`src/rtl/link_peer_port.sv`:
```
// link_peer_port: far end of the Game Boy serial link cable.
// Exchanges one byte per transfer with the core, either following the core's
// link clock or generating an 8-pulse clock burst itself.
module link_peer_port #(
  parameter logic [15:0] CLK_HALF = 16'd2048,
  parameter logic [23:0] TIMEOUT  = 24'd1048575
) (
  input  logic       pclk,
  input  logic       reset_n,
  input  logic       cfg_master,
  input  logic       link_clk_i,
  output logic       link_clk_o,
  output logic       link_clk_oe,
  input  logic       link_si,
  output logic       link_so,
  input  logic [7:0] tx_data,
  input  logic       tx_valid,
  output logic       tx_ready,
  output logic [7:0] rx_data,
  output logic       rx_valid,
  output logic       busy,
  output logic       timeout_err
);

  localparam int unsigned BYTE_W = 8;
  localparam int unsigned CNT_W  = 4;
  localparam logic [CNT_W-1:0] LAST_BIT  = CNT_W'(BYTE_W);
  localparam logic [15:0]      HALF_LAST = CLK_HALF - 16'd1;
  localparam logic [23:0]      WD_LAST   = TIMEOUT - 24'd1;

  typedef enum logic [1:0] {
    IDLE    = 2'd0,
    F_SHIFT = 2'd1,
    M_LOW   = 2'd2,
    M_HIGH  = 2'd3
  } state_t;

  state_t              state;
  logic                clk_s1, clk_s2, clk_s3;
  logic                si_s1, si_s2;
  logic [BYTE_W-1:0]   hold;
  logic [BYTE_W-1:0]   shift;
  logic [CNT_W-1:0]    bit_cnt;
  logic [15:0]         half_cnt;
  logic [23:0]         wd_cnt;
  logic                m_fall, m_rise;
  logic                hold_valid;
  logic                load_c, fall_c, rise_c;

  // The holding register is full whenever the host side is not ready.
  assign hold_valid = ~tx_ready;
  assign load_c     = tx_valid & tx_ready;
  // Edges are taken between the 2nd and 3rd clock sync stages.
  assign fall_c     = clk_s3 & ~clk_s2;
  assign rise_c     = ~clk_s3 & clk_s2;

  // Two-flop synchronisers for the async link pins, plus an edge-detect stage.
  always_ff @(posedge pclk or negedge reset_n) begin
    if (!reset_n) begin
      clk_s1 <= 1'b1;
      clk_s2 <= 1'b1;
      clk_s3 <= 1'b1;
      si_s1  <= 1'b1;
      si_s2  <= 1'b1;
    end else begin
      clk_s1 <= link_clk_i;
      clk_s2 <= clk_s1;
      clk_s3 <= clk_s2;
      si_s1  <= link_si;
      si_s2  <= si_s1;
    end
  end

  // Holding register, shift engine and link FSM with registered outputs.
  always_ff @(posedge pclk or negedge reset_n) begin
    if (!reset_n) begin
      state       <= IDLE;
      hold        <= '0;
      shift       <= '0;
      bit_cnt     <= '0;
      half_cnt    <= '0;
      wd_cnt      <= '0;
      m_fall      <= 1'b0;
      m_rise      <= 1'b0;
      link_clk_o  <= 1'b1;
      link_clk_oe <= 1'b0;
      link_so     <= 1'b1;
      tx_ready    <= 1'b1;
      rx_data     <= '0;
      rx_valid    <= 1'b0;
      busy        <= 1'b0;
      timeout_err <= 1'b0;
    end else begin
      rx_valid    <= 1'b0;
      timeout_err <= 1'b0;
      m_fall      <= 1'b0;
      m_rise      <= 1'b0;

      // A load only happens into an empty holder, so it never collides
      // with a start event consuming a full one.
      if (load_c) begin
        hold     <= tx_data;
        tx_ready <= 1'b0;
      end

      case (state)
        IDLE: begin
          if (!cfg_master) begin
            if (fall_c) begin
              shift    <= hold_valid ? hold : 8'hFF;
              link_so  <= hold_valid ? hold[7] : 1'b1;
              if (hold_valid) tx_ready <= 1'b1;
              bit_cnt  <= '0;
              wd_cnt   <= '0;
              busy     <= 1'b1;
              state    <= F_SHIFT;
            end
          end else if (hold_valid) begin
            shift       <= hold;
            tx_ready    <= 1'b1;
            bit_cnt     <= '0;
            half_cnt    <= '0;
            busy        <= 1'b1;
            link_clk_oe <= 1'b1;
            link_clk_o  <= 1'b0;
            m_fall      <= 1'b1;
            state       <= M_LOW;
          end
        end

        F_SHIFT: begin
          if (bit_cnt == LAST_BIT) begin
            rx_data  <= shift;
            rx_valid <= 1'b1;
            busy     <= 1'b0;
            state    <= IDLE;
          end else if (fall_c | rise_c) begin
            wd_cnt <= '0;
            if (fall_c) link_so <= shift[7];
            if (rise_c) begin
              shift   <= {shift[6:0], si_s2};
              bit_cnt <= bit_cnt + 4'd1;
            end
          end else if (wd_cnt == WD_LAST) begin
            // Abandon the transfer; the consumed byte is not restored.
            timeout_err <= 1'b1;
            busy        <= 1'b0;
            bit_cnt     <= '0;
            state       <= IDLE;
          end else begin
            wd_cnt <= wd_cnt + 24'd1;
          end
        end

        M_LOW: begin
          if (m_fall) link_so <= shift[7];
          if (half_cnt == HALF_LAST) begin
            half_cnt   <= '0;
            link_clk_o <= 1'b1;
            m_rise     <= 1'b1;
            state      <= M_HIGH;
          end else begin
            half_cnt <= half_cnt + 16'd1;
          end
        end

        M_HIGH: begin
          if (m_rise) begin
            shift   <= {shift[6:0], si_s2};
            bit_cnt <= bit_cnt + 4'd1;
          end
          if (half_cnt == HALF_LAST) begin
            half_cnt <= '0;
            if (bit_cnt < LAST_BIT) begin
              link_clk_o <= 1'b0;
              m_fall     <= 1'b1;
              state      <= M_LOW;
            end else begin
              link_clk_oe <= 1'b0;
              rx_data     <= shift;
              rx_valid    <= 1'b1;
              busy        <= 1'b0;
              state       <= IDLE;
            end
          end else begin
            half_cnt <= half_cnt + 16'd1;
          end
        end

        default: state <= IDLE;
      endcase
    end
  end

endmodule
```
`config.mk`:
```
export PLATFORM = sky130hd
export DESIGN_NAME = link_peer_port
export DESIGN_NICKNAME = d
export VERILOG_FILES = /design/src/rtl/link_peer_port.sv
export SDC_FILE = /design/constraint.sdc
export NUM_CORES = 1
export LEC_CHECK = 0
export ABC_AREA = 1
export BUFFER_PORTS_ARGS = -buffer_cell sky130_fd_sc_hd__buf_2
export CAP_MARGIN = 20
export CORE_ASPECT_RATIO = 1.4
export CORE_UTILIZATION = 60
export CTS_BUF_LIST = sky130_fd_sc_hd__clkbuf_8
export DETAILED_ROUTE_END_ITERATION = 8
export PLACE_DENSITY = 0.79
export SETUP_SLACK_MARGIN = 0.4
export SLEW_MARGIN = 20
export SYNTH_ARGS = -nofsm -noshare
export SYNTH_HDL_FRONTEND = slang
export SYNTH_SLANG_ARGS = --single-unit
```
`constraint.sdc`:
```
create_clock -name pclk -period 3.2 [get_ports pclk]
set_input_delay 0.16 -clock pclk [delete_from_list [all_inputs] [get_ports pclk]]
set_output_delay 0.16 -clock pclk [all_outputs]
set_load 0.1 [all_outputs]
```
==> summary.md <==
| Metric | Value |
|---|---|
| Num rows | `38` |
| Die W | `slightly below 80 um` |
| Final Hold Vio Count | `0` |
| Vias post-DR | `about 4,200` |
| Max-cap viol count | `0` |
| GR Overflow Total | `0` |
| Most common cell on crit path | `o21ai_0` |
| Max_slew headroom | `~48%` |
| Worst-Margin Slew | `778 ps` |
| GP Congestion | `0.937` |
| NumNets Final | `695` |
| Post-route ant nets | `0` |
| Crit Path Class | `reg -> reg` |
| Fin Setup TNS | `0 ps` |
| Area grow syn2layout | `8.22%` |
| Max IR drop VDD | `approximately 0.0008 V` |
| Placeable Area | `just under 0.008 mm^2` |
| Outcome | `completed` |
| Worst endpoint data arrival time | `around 2800 ps` |
| First-pass GRT wire length | `18,100 um` |
| Mapped Area | `about 0.0049 mm^2` |
| H-tree depth | `3` |
| Die area | `0.00851 mm^2` |
| Starting Density | `between 60% and 70%` |
| Fmax | `slightly below 400 MHz` |
| Via density | `5.45` |
| Leakage | `between 2 and 2.5 nW` |
| Worst-skew pair later-pin latency | `about 380 ps` |
| Vias in the first global route | `about 4,100` |
| GRT Util Overall | `approximately 28%` |
| 1st-pass router iterations | `5` |
| Layout cells sized above 1 | `roughly 15%` |
| CTS Root Cell | `clkbuf_8` |
| Sequential fraction of the synthesis area | `a little over two fifths` |
| CP max stage cell | `nor3b_4` |
| Tcrit/Tclk final | `approximately four fifths` |
| Worst path cell trace | `inv_1 > ha_1 > nand2_1 > o21ai_0 > nor3b_4 > o21ai_0` |
| Largest net degree at the start of global routing | `85` |
| PD cells | `~810 mW/mm^2` |
| Die Y-Extent | `roughly 110 um` |
| Ant. Diodes | `0` |
| Worst clock skew | `13.2 ps` |
| Final Max Tran Viols | `0` |
| TritonCTS clock tree | `built` |
| # clock sinks | `84` |
| Port-buffer cells | `28` |
| WL/cell | `approximately 14 um` |
| Setup crit end kind | `flip-flop` |
| Async SR Flop Fraction | `100%` |
| DRC | `0` |
| CP max stage delay | `between 500 and 600 ps` |
| Post-Place Setup Slack | `~740 ps` |
| Pwr Total | `approximately 4.3 mW` |
| CTS Buffer Depth | `2` |
| Initial antenna violation count | `0` |
| Maximum fanout along the worst path | `16` |
| Synth Flop Type | `dfrtp_1` |
| Final min period | `roughly 2500 ps` |
| Top Ports | `29` |
| Setup repair bufs after CTS | `0` |
| Avg Inst Size Synth | `between 7 and 8 um^2` |
| Unrepaired setup endpoints after global routing | `false` |
| Library cells used by synthesis | `44` |
| Synth warnings | `0` |
| Synth Net Count | `666` |
| Area share of the largest cell type after synthesis | `approximately 40%` |
| DR iter-0 viols | `approximately 210` |
| CP Launch Type | `flip-flop` |
| CTS buffer count | `9` |
| Endpoints failing setup | `0` |
| Dpl hpwl | `between 7000 and 8000 um` |
| Cell accounting for the most synthesized area | `dfrtp_1` |
| Post-synth EDFFs | `0` |
| Setup ws final | `roughly 700 ps` |
| Worst Hold Class | `in -> reg` |
| Top cells by area, synth | `dfrtp_1 39%, nand2_1 14%, nor2_1 6.1%, nand3_1 6.0%, dfstp_2 4.3%` |
| Required @ worst endpoint | `3430 ps` |
| Seq cells post-synth | `84` |
| Clock-pin slew on the worst setup and hold paths | `80 ps` |
| Routed wire length | `between 10,000 and 15,000 um` |
| Synth Instances | `~640` |
[critical path: cells and delay by family (launching register included)]
family	cells	cell delay, ps
adders and majority gates	1	360
and+or+nand+nor	2	970
AOI/OAI and AO/OA	2	450
buffers and inverters	1	60
DFF	1	540
[state kept, by name, indices dropped and copies added (netlist names)]
| register | count |
|---|---|
| bit_cnt | 4 |
| busy | 1 |
| clk_s1 | 1 |
| clk_s2 | 1 |
| clk_s3 | 1 |
| half_cnt | 16 |
| hold | 8 |
| link_clk_o | 1 |
| link_clk_oe | 1 |
| link_so | 1 |
| m_fall | 1 |
| m_rise | 1 |
| rx_data | 8 |
| rx_valid | 1 |
| shift | 8 |
| si_s1 | 1 |
| si_s2 | 1 |
| state | 2 |
| timeout_err | 1 |
| tx_ready | 1 |
| wd_cnt | 24 |
[where the power goes]
part	internal (mW)	leakage (nW)	total (mW)	switching [mW]
combinational	0.503	1.27	2.09	1.59
clock	0.357	0.0945	0.752	0.394
sequential	1.31	1.09	1.45	0.142
[kinds of logic (layout without fill, tap and decap cells)]
family,after synthesis,count (layout),synth area share [%]
buffers and inverters,75,109,6.74
AOI/OAI and AO/OA,84,84,10.1
xor gates and xnor gates,9,9,1.61
adders and majority gates,14,14,3.59
DFF,84,84,43.2
and+or+nand+nor,364,364,32.9
muxes,8,8,1.84
[per-stage QoR]
step           util, %  cells  instance area, um^2  hold WS (ps)
2_1_floorplan        -    638                 4880          -136
3_3_place_gp      64.9    753                 5060           265
3_5_place_dp      64.9    753                 5060           266
4_1_cts           67.6    771                 5270          3.36
5_1_grt           67.8    772                 5290          17.7
6_report          67.8    772                 5290          13.8
[synth_stat cells, types with 2 or more instances]
cell,instances
o21ai_0,42
xnor2_1,2
nand2_1,184
buf_4,2
nor3_1,7
inv_1,55
clkbuf_1,2
dfstp_2,8
nor2_1,79
buf_6,3
ha_1,14
nand3_1,59
nor2_2,4
o21ai_2,9
xor2_1,7
buf_2,5
inv_2,6
nand4_1,10
nand3_2,2
o21ai_1,3
nor2_4,4
dfrtp_1,76
nand2_2,7
a21oi_1,21
mux2_2,8
[per-layer routing]
layer | global-route usage, % | part of all wire (%) | up-vias
met5 | 0 | 0 | -
met4 | 18.4 | 4.5 | 0
met3 | 3.18 | 3.2 | 37
met2 | 49.0 | 51 | 106
met1 | 30.9 | 41 | 1942
li1 | - | - | 2120
[final cells by class]
type                            count  area (um^2)
Clock buffer                        9          124
Clock inverter                      7         68.8
Fill cell                         659         2510
Inverter                           61          229
Multi-Input combinational cell    479         2440
Sequential cell                    84         2110
Tap cell                          100          125
Timing Repair Buffer               32          184
[layout by cell type, fill, tap and decap left out, drive strengths merged]
cell and count:
dfrtp 76, mux2 8, nand4 10, a31oi 1, o21ai 54, o31ai 1
clkbuf 9, o21a 1, nor4 1, o211ai 1, a21oi 22, nor3b 2
nor2 87, inv 64, a21boi 1, dlygate4sd3 3, dfstp 8, nand3 61
o2111ai 1, clkinvlp 3, o21bai 1, xnor2 2, a41oi 1, and2 1
buf 29, xor2 7, nand2 193, bufinv 1, nor3 8, ha 14
or2 1
[path summary, 6_finish.rpt]
kind / slack [ps] / endpoint / start / cells after the start
setup / recovery: 680 / shift[0]$_DFFE_PN0P_ / clk_s2$_DFF_PN1_ / 6
hold / removal: 10 / hold[3]$_DFFE_PN0P_ / tx_data[3] / 2
setup reg to reg: 680 / shift[0]$_DFFE_PN0P_ / clk_s2$_DFF_PN1_ / 6
hold reg to reg: 360 / si_s2$_DFF_PN1_ / si_s1$_DFF_PN1_ / 0
max in group asynchronous: 2260 / state[0]$_DFFE_PN0P_ / reset_n / 2
min in group asynchronous: 360 / wd_cnt[3]$_DFFE_PN0P_ / reset_n / 2
[timing repair]
action                                 in CTS  in global routing
resized for setup                           0                  0
endpoints found under the hold margin       2                 76
hold buffers                                2                  1
Power figures use the tool's default switching activity.
